**config.mk**
```make
export PLATFORM = sky130hd
export DESIGN_NAME = s100_int_controller_flat
export DESIGN_NICKNAME = d
export VERILOG_FILES = /design/src/rtl/s100_int_controller_pkg.sv /design/src/rtl/s100_int_controller_if.sv /design/src/rtl/s100_int_controller_irq_edge_sync.sv /design/src/rtl/s100_int_controller.sv /design/src/flat_wrapper.sv
export SDC_FILE = /design/constraint.sdc
export NUM_CORES = 1
export LEC_CHECK = 0
export ABC_AREA = 1
export BUFFER_PORTS_ARGS = -buffer_cell sky130_fd_sc_hd__buf_2
export CAP_MARGIN = 10
export CORE_MARGIN = 2
export CORE_UTILIZATION = 53
export CTS_CLUSTER_DIAMETER = 30
export CTS_CLUSTER_SIZE = 12
export DETAILED_ROUTE_END_ITERATION = 10
export PLACE_DENSITY = 0.83
export REMOVE_ABC_BUFFERS = 1
export SLEW_MARGIN = 20
export SYNTH_ARGS = -nofsm -noshare
export SYNTH_HDL_FRONTEND = slang
export SYNTH_HIERARCHICAL = 1
export SYNTH_SLANG_ARGS = --single-unit
export TNS_END_PERCENT = 100
```
**constraint.sdc**
```tcl
create_clock -name pll0_250MHz -period 1.9 [get_ports pll0_250MHz]
set_input_delay 0.38 -clock pll0_250MHz [delete_from_list [all_inputs] [get_ports pll0_250MHz]]
set_output_delay 0.38 -clock pll0_250MHz [all_outputs]
set_load 0.01 [all_outputs]
```
**src/rtl/s100_int_controller_pkg.sv**
```systemverilog
// Shared constants, FSM state type and priority helpers for the S100 Z80
// mode-0 interrupt controller.
package s100_int_controller_pkg;

  localparam int NUM_SRC = 8;
  localparam int IDX_W = $clog2(NUM_SRC);

  // RST 00h opcode; the source index lands in bits [5:3].
  localparam logic [7:0] RST_BASE = 8'hC7;
  // RST 38h, also what a floating data bus reads as.
  localparam logic [7:0] SPURIOUS_VEC = 8'hFF;

  typedef enum logic [1:0] {
    IDLE   = 2'd0,
    ASSERT = 2'd1,
    ACK    = 2'd2
  } state_e;

  // Bits strictly above the highest set bit of isr; all ones when isr is zero.
  function automatic logic [NUM_SRC-1:0] above_mask(input logic [NUM_SRC-1:0] isr);
    logic [NUM_SRC-1:0] m;
    m = '0;
    for (int i = 0; i < NUM_SRC; i++) begin
      m[i] = ~|(isr >> i);
    end
    return m;
  endfunction

  // One-hot of the highest set bit of v (zero when v is zero).
  function automatic logic [NUM_SRC-1:0] highest_onehot(input logic [NUM_SRC-1:0] v);
    logic [NUM_SRC-1:0] oh;
    oh = '0;
    for (int i = 0; i < NUM_SRC; i++) begin
      oh[i] = v[i] & ~|(v >> (i + 1));
    end
    return oh;
  endfunction

  // Binary index of a one-hot vector.
  function automatic logic [IDX_W-1:0] onehot_index(input logic [NUM_SRC-1:0] oh);
    logic [IDX_W-1:0] idx;
    idx = '0;
    for (int i = 0; i < NUM_SRC; i++) begin
      idx = idx | ({IDX_W{oh[i]}} & IDX_W'(i));
    end
    return idx;
  endfunction

endpackage

```
**src/rtl/s100_int_controller_if.sv**
```systemverilog
// CPU-side and register-side signals of the interrupt controller.
interface s100_int_controller_if;
  import s100_int_controller_pkg::*;

  logic               n_m1;
  logic               n_iorq;
  logic               mask_wr;
  logic [NUM_SRC-1:0] mask_din;
  logic               eoi;
  logic               z80_int_n;
  logic [7:0]         vec_out;
  logic               vec_oe;
  logic [NUM_SRC-1:0] mask_q;
  logic [NUM_SRC-1:0] pending;
  logic [NUM_SRC-1:0] in_service;

  // CPU / host side
  modport master (
    output n_m1, n_iorq, mask_wr, mask_din, eoi,
    input  z80_int_n, vec_out, vec_oe, mask_q, pending, in_service
  );

  // Interrupt controller side
  modport slave (
    input  n_m1, n_iorq, mask_wr, mask_din, eoi,
    output z80_int_n, vec_out, vec_oe, mask_q, pending, in_service
  );

endinterface

```
**src/rtl/s100_int_controller_irq_edge_sync.sv**
```systemverilog
// Multi-flop synchronizer for one asynchronous input, with an optional
// single-clock rising-edge pulse taken from the synchronized output.
module irq_edge_sync #(
  parameter int   STAGES  = 2,
  parameter logic RST_VAL = 1'b0,
  parameter bit   EDGE_EN = 1'b1
) (
  input  logic clk,
  input  logic rst_n,
  input  logic d,
  output logic q,
  output logic rise
);

  logic [STAGES-1:0] sync_r;

  // Shift the raw input through the synchronizer chain, stage 0 first.
  always_ff @(posedge clk or negedge rst_n) begin
    if (!rst_n) begin
      sync_r <= {STAGES{RST_VAL}};
    end else begin
      sync_r <= {sync_r[STAGES-2:0], d};
    end
  end

  assign q = sync_r[STAGES-1];

  generate
    if (EDGE_EN) begin : g_edge
      logic prev_r;

      // Remember the last synchronized value so a held level pulses once.
      always_ff @(posedge clk or negedge rst_n) begin
        if (!rst_n) begin
          prev_r <= RST_VAL;
        end else begin
          prev_r <= q;
        end
      end

      assign rise = q & ~prev_r;
    end else begin : g_no_edge
      assign rise = 1'b0;
    end
  endgenerate

endmodule

```
**src/rtl/s100_int_controller.sv**
```systemverilog
// Z80 mode-0 interrupt controller: latches synchronized request edges,
// applies mask and in-service nesting, drives /INT and supplies an RST
// opcode during the interrupt-acknowledge cycle.
module s100_int_controller
  import s100_int_controller_pkg::*;
#(
  parameter int SYNC_STAGES = 2
) (
  input  logic                 pll0_250MHz,
  input  logic                 n_reset,
  input  logic [NUM_SRC-1:0]   irq_in,
  s100_int_controller_if.slave bus
);

  logic [NUM_SRC-1:0] irq_sync_s;
  logic [NUM_SRC-1:0] irq_rise_s;
  logic               m1_sync_s;
  logic               iorq_sync_s;
  logic [1:0]         ctl_rise_unused_s;

  state_e             state_r;
  state_e             state_s;
  logic [NUM_SRC-1:0] mask_r;
  logic [NUM_SRC-1:0] pending_r;
  logic [NUM_SRC-1:0] in_service_r;
  logic               z80_int_n_r;
  logic [7:0]         vec_out_r;
  logic               vec_oe_r;

  logic [NUM_SRC-1:0] elig_s;
  logic [NUM_SRC-1:0] win_oh_s;
  logic [IDX_W-1:0]   win_s;
  logic [7:0]         vector_s;
  logic               inta_s;
  logic               ack_enter_s;
  logic               ack_valid_s;
  logic [NUM_SRC-1:0] ack_set_s;
  logic [NUM_SRC-1:0] eoi_clr_s;

  genvar gi;
  generate
    for (gi = 0; gi < NUM_SRC; gi++) begin : g_irq_sync
      irq_edge_sync #(.STAGES(SYNC_STAGES), .RST_VAL(1'b0), .EDGE_EN(1'b1)) u_sync (
        .clk   (pll0_250MHz),
        .rst_n (n_reset),
        .d     (irq_in[gi]),
        .q     (irq_sync_s[gi]),
        .rise  (irq_rise_s[gi])
      );
    end
  endgenerate

  // CPU strobes idle high, so their synchronizers reset to 1.
  irq_edge_sync #(.STAGES(SYNC_STAGES), .RST_VAL(1'b1), .EDGE_EN(1'b0)) u_m1_sync (
    .clk   (pll0_250MHz),
    .rst_n (n_reset),
    .d     (bus.n_m1),
    .q     (m1_sync_s),
    .rise  (ctl_rise_unused_s[0])
  );

  irq_edge_sync #(.STAGES(SYNC_STAGES), .RST_VAL(1'b1), .EDGE_EN(1'b0)) u_iorq_sync (
    .clk   (pll0_250MHz),
    .rst_n (n_reset),
    .d     (bus.n_iorq),
    .q     (iorq_sync_s),
    .rise  (ctl_rise_unused_s[1])
  );

  // The level itself is only consumed through its edge pulse.
  logic [NUM_SRC-1:0] irq_level_unused_s;
  assign irq_level_unused_s = irq_sync_s;

  assign elig_s      = pending_r & ~mask_r & above_mask(in_service_r);
  assign win_oh_s    = highest_onehot(elig_s);
  assign win_s       = onehot_index(win_oh_s);
  assign vector_s    = RST_BASE | (8'(win_s) << 3);
  assign inta_s      = ~m1_sync_s & ~iorq_sync_s;
  assign ack_enter_s = (state_r == ASSERT) && inta_s;
  assign ack_valid_s = ack_enter_s && (elig_s != '0);
  assign ack_set_s   = win_oh_s & {NUM_SRC{ack_valid_s}};
  assign eoi_clr_s   = highest_onehot(in_service_r) & {NUM_SRC{bus.eoi}};

  // Next-state logic; INTA wins over a request vanishing in the same clock.
  always_comb begin
    state_s = state_r;
    case (state_r)
      IDLE: begin
        if (elig_s != '0) begin
          state_s = ASSERT;
        end else begin
          state_s = IDLE;
        end
      end
      ASSERT: begin
        if (inta_s) begin
          state_s = ACK;
        end else if (elig_s == '0) begin
          state_s = IDLE;
        end else begin
          state_s = ASSERT;
        end
      end
      ACK: begin
        if (inta_s) begin
          state_s = ACK;
        end else begin
          state_s = IDLE;
        end
      end
      default: begin
        state_s = IDLE;
      end
    endcase
  end

  // State register and registered CPU-facing outputs.
  always_ff @(posedge pll0_250MHz or negedge n_reset) begin
    if (!n_reset) begin
      state_r     <= IDLE;
      z80_int_n_r <= 1'b1;
      vec_oe_r    <= 1'b0;
      vec_out_r   <= SPURIOUS_VEC;
    end else begin
      state_r     <= state_s;
      z80_int_n_r <= (state_s != ASSERT);
      vec_oe_r    <= (state_s == ACK);
      if (ack_enter_s) begin
        vec_out_r <= ack_valid_s ? vector_s : SPURIOUS_VEC;
      end else if (state_s != ACK) begin
        vec_out_r <= SPURIOUS_VEC;
      end
    end
  end

  // Mask, pending and in-service registers; a new edge beats the ACK clear.
  always_ff @(posedge pll0_250MHz or negedge n_reset) begin
    if (!n_reset) begin
      mask_r       <= {NUM_SRC{1'b1}};
      pending_r    <= '0;
      in_service_r <= '0;
    end else begin
      if (bus.mask_wr) begin
        mask_r <= bus.mask_din;
      end
      pending_r    <= (pending_r & ~ack_set_s) | irq_rise_s;
      in_service_r <= (in_service_r & ~eoi_clr_s) | ack_set_s;
    end
  end

  assign bus.z80_int_n  = z80_int_n_r;
  assign bus.vec_out    = vec_out_r;
  assign bus.vec_oe     = vec_oe_r;
  assign bus.mask_q     = mask_r;
  assign bus.pending    = pending_r;
  assign bus.in_service = in_service_r;

endmodule

```
**src/flat_wrapper.sv**
```systemverilog
// flat-port wrapper written by rule: the top's interface ports become plain ports
module s100_int_controller_flat import s100_int_controller_pkg::*;
#(
  parameter int SYNC_STAGES = 2
)
  (pll0_250MHz, n_reset, irq_in, bus_n_m1, bus_n_iorq, bus_mask_wr, bus_mask_din, bus_eoi, bus_z80_int_n, bus_vec_out, bus_vec_oe, bus_mask_q, bus_pending, bus_in_service);
  s100_int_controller_if bus_i ();
  input  logic pll0_250MHz;
  input  logic n_reset;
  input  logic [NUM_SRC-1:0] irq_in;
  input wire logic [$bits(bus_i.n_m1)-1:0] bus_n_m1;
  input wire logic [$bits(bus_i.n_iorq)-1:0] bus_n_iorq;
  input wire logic [$bits(bus_i.mask_wr)-1:0] bus_mask_wr;
  input wire logic [$bits(bus_i.mask_din)-1:0] bus_mask_din;
  input wire logic [$bits(bus_i.eoi)-1:0] bus_eoi;
  output wire logic [$bits(bus_i.z80_int_n)-1:0] bus_z80_int_n;
  output wire logic [$bits(bus_i.vec_out)-1:0] bus_vec_out;
  output wire logic [$bits(bus_i.vec_oe)-1:0] bus_vec_oe;
  output wire logic [$bits(bus_i.mask_q)-1:0] bus_mask_q;
  output wire logic [$bits(bus_i.pending)-1:0] bus_pending;
  output wire logic [$bits(bus_i.in_service)-1:0] bus_in_service;
  assign bus_i.n_m1 = bus_n_m1;
  assign bus_i.n_iorq = bus_n_iorq;
  assign bus_i.mask_wr = bus_mask_wr;
  assign bus_i.mask_din = bus_mask_din;
  assign bus_i.eoi = bus_eoi;
  assign bus_z80_int_n = bus_i.z80_int_n;
  assign bus_vec_out = bus_i.vec_out;
  assign bus_vec_oe = bus_i.vec_oe;
  assign bus_mask_q = bus_i.mask_q;
  assign bus_pending = bus_i.pending;
  assign bus_in_service = bus_i.in_service;
  s100_int_controller #(.SYNC_STAGES(SYNC_STAGES)) u_core (.pll0_250MHz(pll0_250MHz), .n_reset(n_reset), .irq_in(irq_in), .bus(bus_i));
endmodule
```
==> results.cfg <==
[outcome]
status = finished, final reports clean

[layout]
fin_nets = 310
area_growth_pct = 19.9
finalInstanceArea_mm2 = 0.00284
nFillCells = 364
antenna_cells = 0
multi_input_area_um2 = 699
drive_above_1_share_pct = 38.9
ff_latch_area_mm2 = 0.00150

[global_routing]
gr-usage-all-layers_pct = 19.8
grt_pass1_vias = 1672
antenna_found_initial = 0
grt_max_degree = 60
grt_pass1_wl_um = 7520
overflow = 0

[setup_path]
critPathKind = flop to flop
arrival_ns = 1.93
cp.required_ns = 2.12
cp-startpoint = u_core/bus.in_service[7]
cp_max_fo = 11
timing.rr.start = u_core/bus.in_service[7]
startpoint_type = flop
setup.worst_path.end_class = flop

[synthesis]
synth_area_mm2 = 0.00237
syn_avg_cell_area_um2 = 10.4
synthCells = 229
ys_warn_count = 6

[sta]
hold_violations = 0
clock_skew_ns = 0.00898
max_freq_mhz = 586
hold_ws_ns = 0.0384
setup_ws_ns = 0.193
fin_tns_setup_ns = 0
period_minus_slack_ns = 1.71
period_share_pct = 89.9
slew_violations = 0
setup_violations = 0
rsz0062_at_grt = false

[clocking]
cts_resized = 0
root_buffer = clkbuf_8
cts-buffers-inserted = 9
clk_pin_slew_ns = 0.06
postCtsSetupBuffers = 0
worst_skew_pair.late_latency_ns = 0.33
clock_path_buffers = 2
cts_hold_buf = 0
cts_num_sinks = 59
cts-htree-levels = 3
cts_tree = built

[power]
vdd_drop_max_v = 0.000660
leakage_nw = 1.49
power_density_mw_per_mm2 = 1090

[place]
pre_cts_ws_ns = 0.217
gp_congestion = 0.810
hpwl_um = 3120
placed_area_mm2 = 0.00267
portBuffers = 50

[floorplan]
start_util_pct = 54.9
num_rows = 24
die_x_um = 70.9
ios = 56
core-area_mm2 = 0.00432
die_h_um = 70.9
die_area_mm2 = 0.00503

[detailed_routing]
drtPass1Iterations = 6
drt-initial-drc-count = 85
antenna_left = 0
drc = 0
wirelength_um = 4330
vias_per_cell = 4.88
vias = 1684
wl_per_cell_um = 12.6

[min_path]
hold_class = input port to asynchronous set/reset pin

[run]
maxCapViolCount = 0
state kept, by name, indices dropped and copies added (netlist names):
name                                    cells
u_core/g_irq_sync.u_sync/g_edge.prev_r      8
u_core/bus.vec_out                          3
u_core/u_m1_sync/sync_r                     2
u_core/bus.vec_oe                           1
u_core/u_iorq_sync/sync_r                   2
u_core/bus.mask_q                           8
u_core/bus.in_service                       8
u_core/bus.z80_int_n                        1
u_core/state_r                              2
u_core/g_irq_sync.u_sync/sync_r            16
u_core/bus.pending                          8
placed cells by master (no fill, tap or decap):
cell / count
buf_2: 50
dfrtp_1: 43
nand2_1: 39
inv_1: 35
nor2_1: 25
dfstp_2: 16
clkbuf_8: 11
o21ai_0: 11
nor2_2: 10
nand3_2: 9
nand3_1: 8
nand2_2: 5
conb_1: 5
mux2_2: 4
clkinv_2: 3
nand3b_1: 3
clkbuf_1: 2
nor2_4: 2
o21bai_1: 2
o21ai_2: 1
nor3b_1: 1
nor3_1: 1
nand4_1: 1
o31ai_1: 1
o21bai_2: 1
a21oi_1: 1
o21ai_1: 1
buf_4: 1
buf_12: 1
layer usage:
layer | vias to the layer above | routed length [um] | share of wire [%] | GRT usage [%]
met3 | 13 | 257 | 5.9 | 4.99
met1 | 800 | 1960 | 45 | 25.3
met2 | 55 | 1990 | 46 | 31.0
met4 | 0 | 114 | 2.6 | 11.1
met5 | - | 0 | 0 | 0
li1 | 816 | - | - | -
final timing paths:
check / endpoint / slack, ns / cells past startpoint
setup reg to reg: u_core/bus.pending[0] / 0.19 / 8
max in group asynchronous: u_core/bus.mask_q[5] / 1.55 / 2
hold reg to reg: u_core/g_irq_sync[7].u_sync/sync_r[1] / 0.35 / 0
hold / removal: u_core/state_r[1] / 0.04 / 2
min in group pll0_250MHz: u_core/u_m1_sync/sync_r[0] / 0.15 / 1
setup / recovery: u_core/bus.pending[0] / 0.19 / 8
layout make-up:
class,count,area share (%)
Sequential cell,59,52.6
Multi-Input combinational cell,131,24.6
Timing Repair Buffer,52,9.77
Clock buffer,13,5.59
Inverter,35,4.62
Tap cell,52,2.29
Clock inverter,3,0.528
stage by stage:
| step | total power, W | util, % | std cells |
|---|---|---|---|
| after floorplan | 0.00190 | - | 225 |
| after detailed placement | 0.00212 | 61.7 | 329 |
| after CTS | 0.00313 | 65.8 | 345 |
| after global placement | 0.00211 | 61.7 | 329 |
| final | 0.00309 | 65.8 | 345 |
| after global routing | 0.00328 | 65.8 | 345 |
worst max-delay path, stage by stage, from the launching register on:
cell	delay, ns
dfrtp_1	0.43
nor2_4	0.24
nand2_2	0.11
nor2_2	0.20
o21ai_2	0.08
nand3_2	0.24
nand3_1	0.16
nand2_1	0.09
nand2_1	0.04
power breakdown:
part	leakage [nW]	switching, W	total [W]	internal [W]
combinational	0.727	0.000416	0.000644	0.000228
sequential	0.668	0.0000694	0.00146	0.00139
clock	0.0932	0.000453	0.000991	0.000538
total	1.49	0.000938	0.00309	0.00215
(Power assumes the default switching activity.)
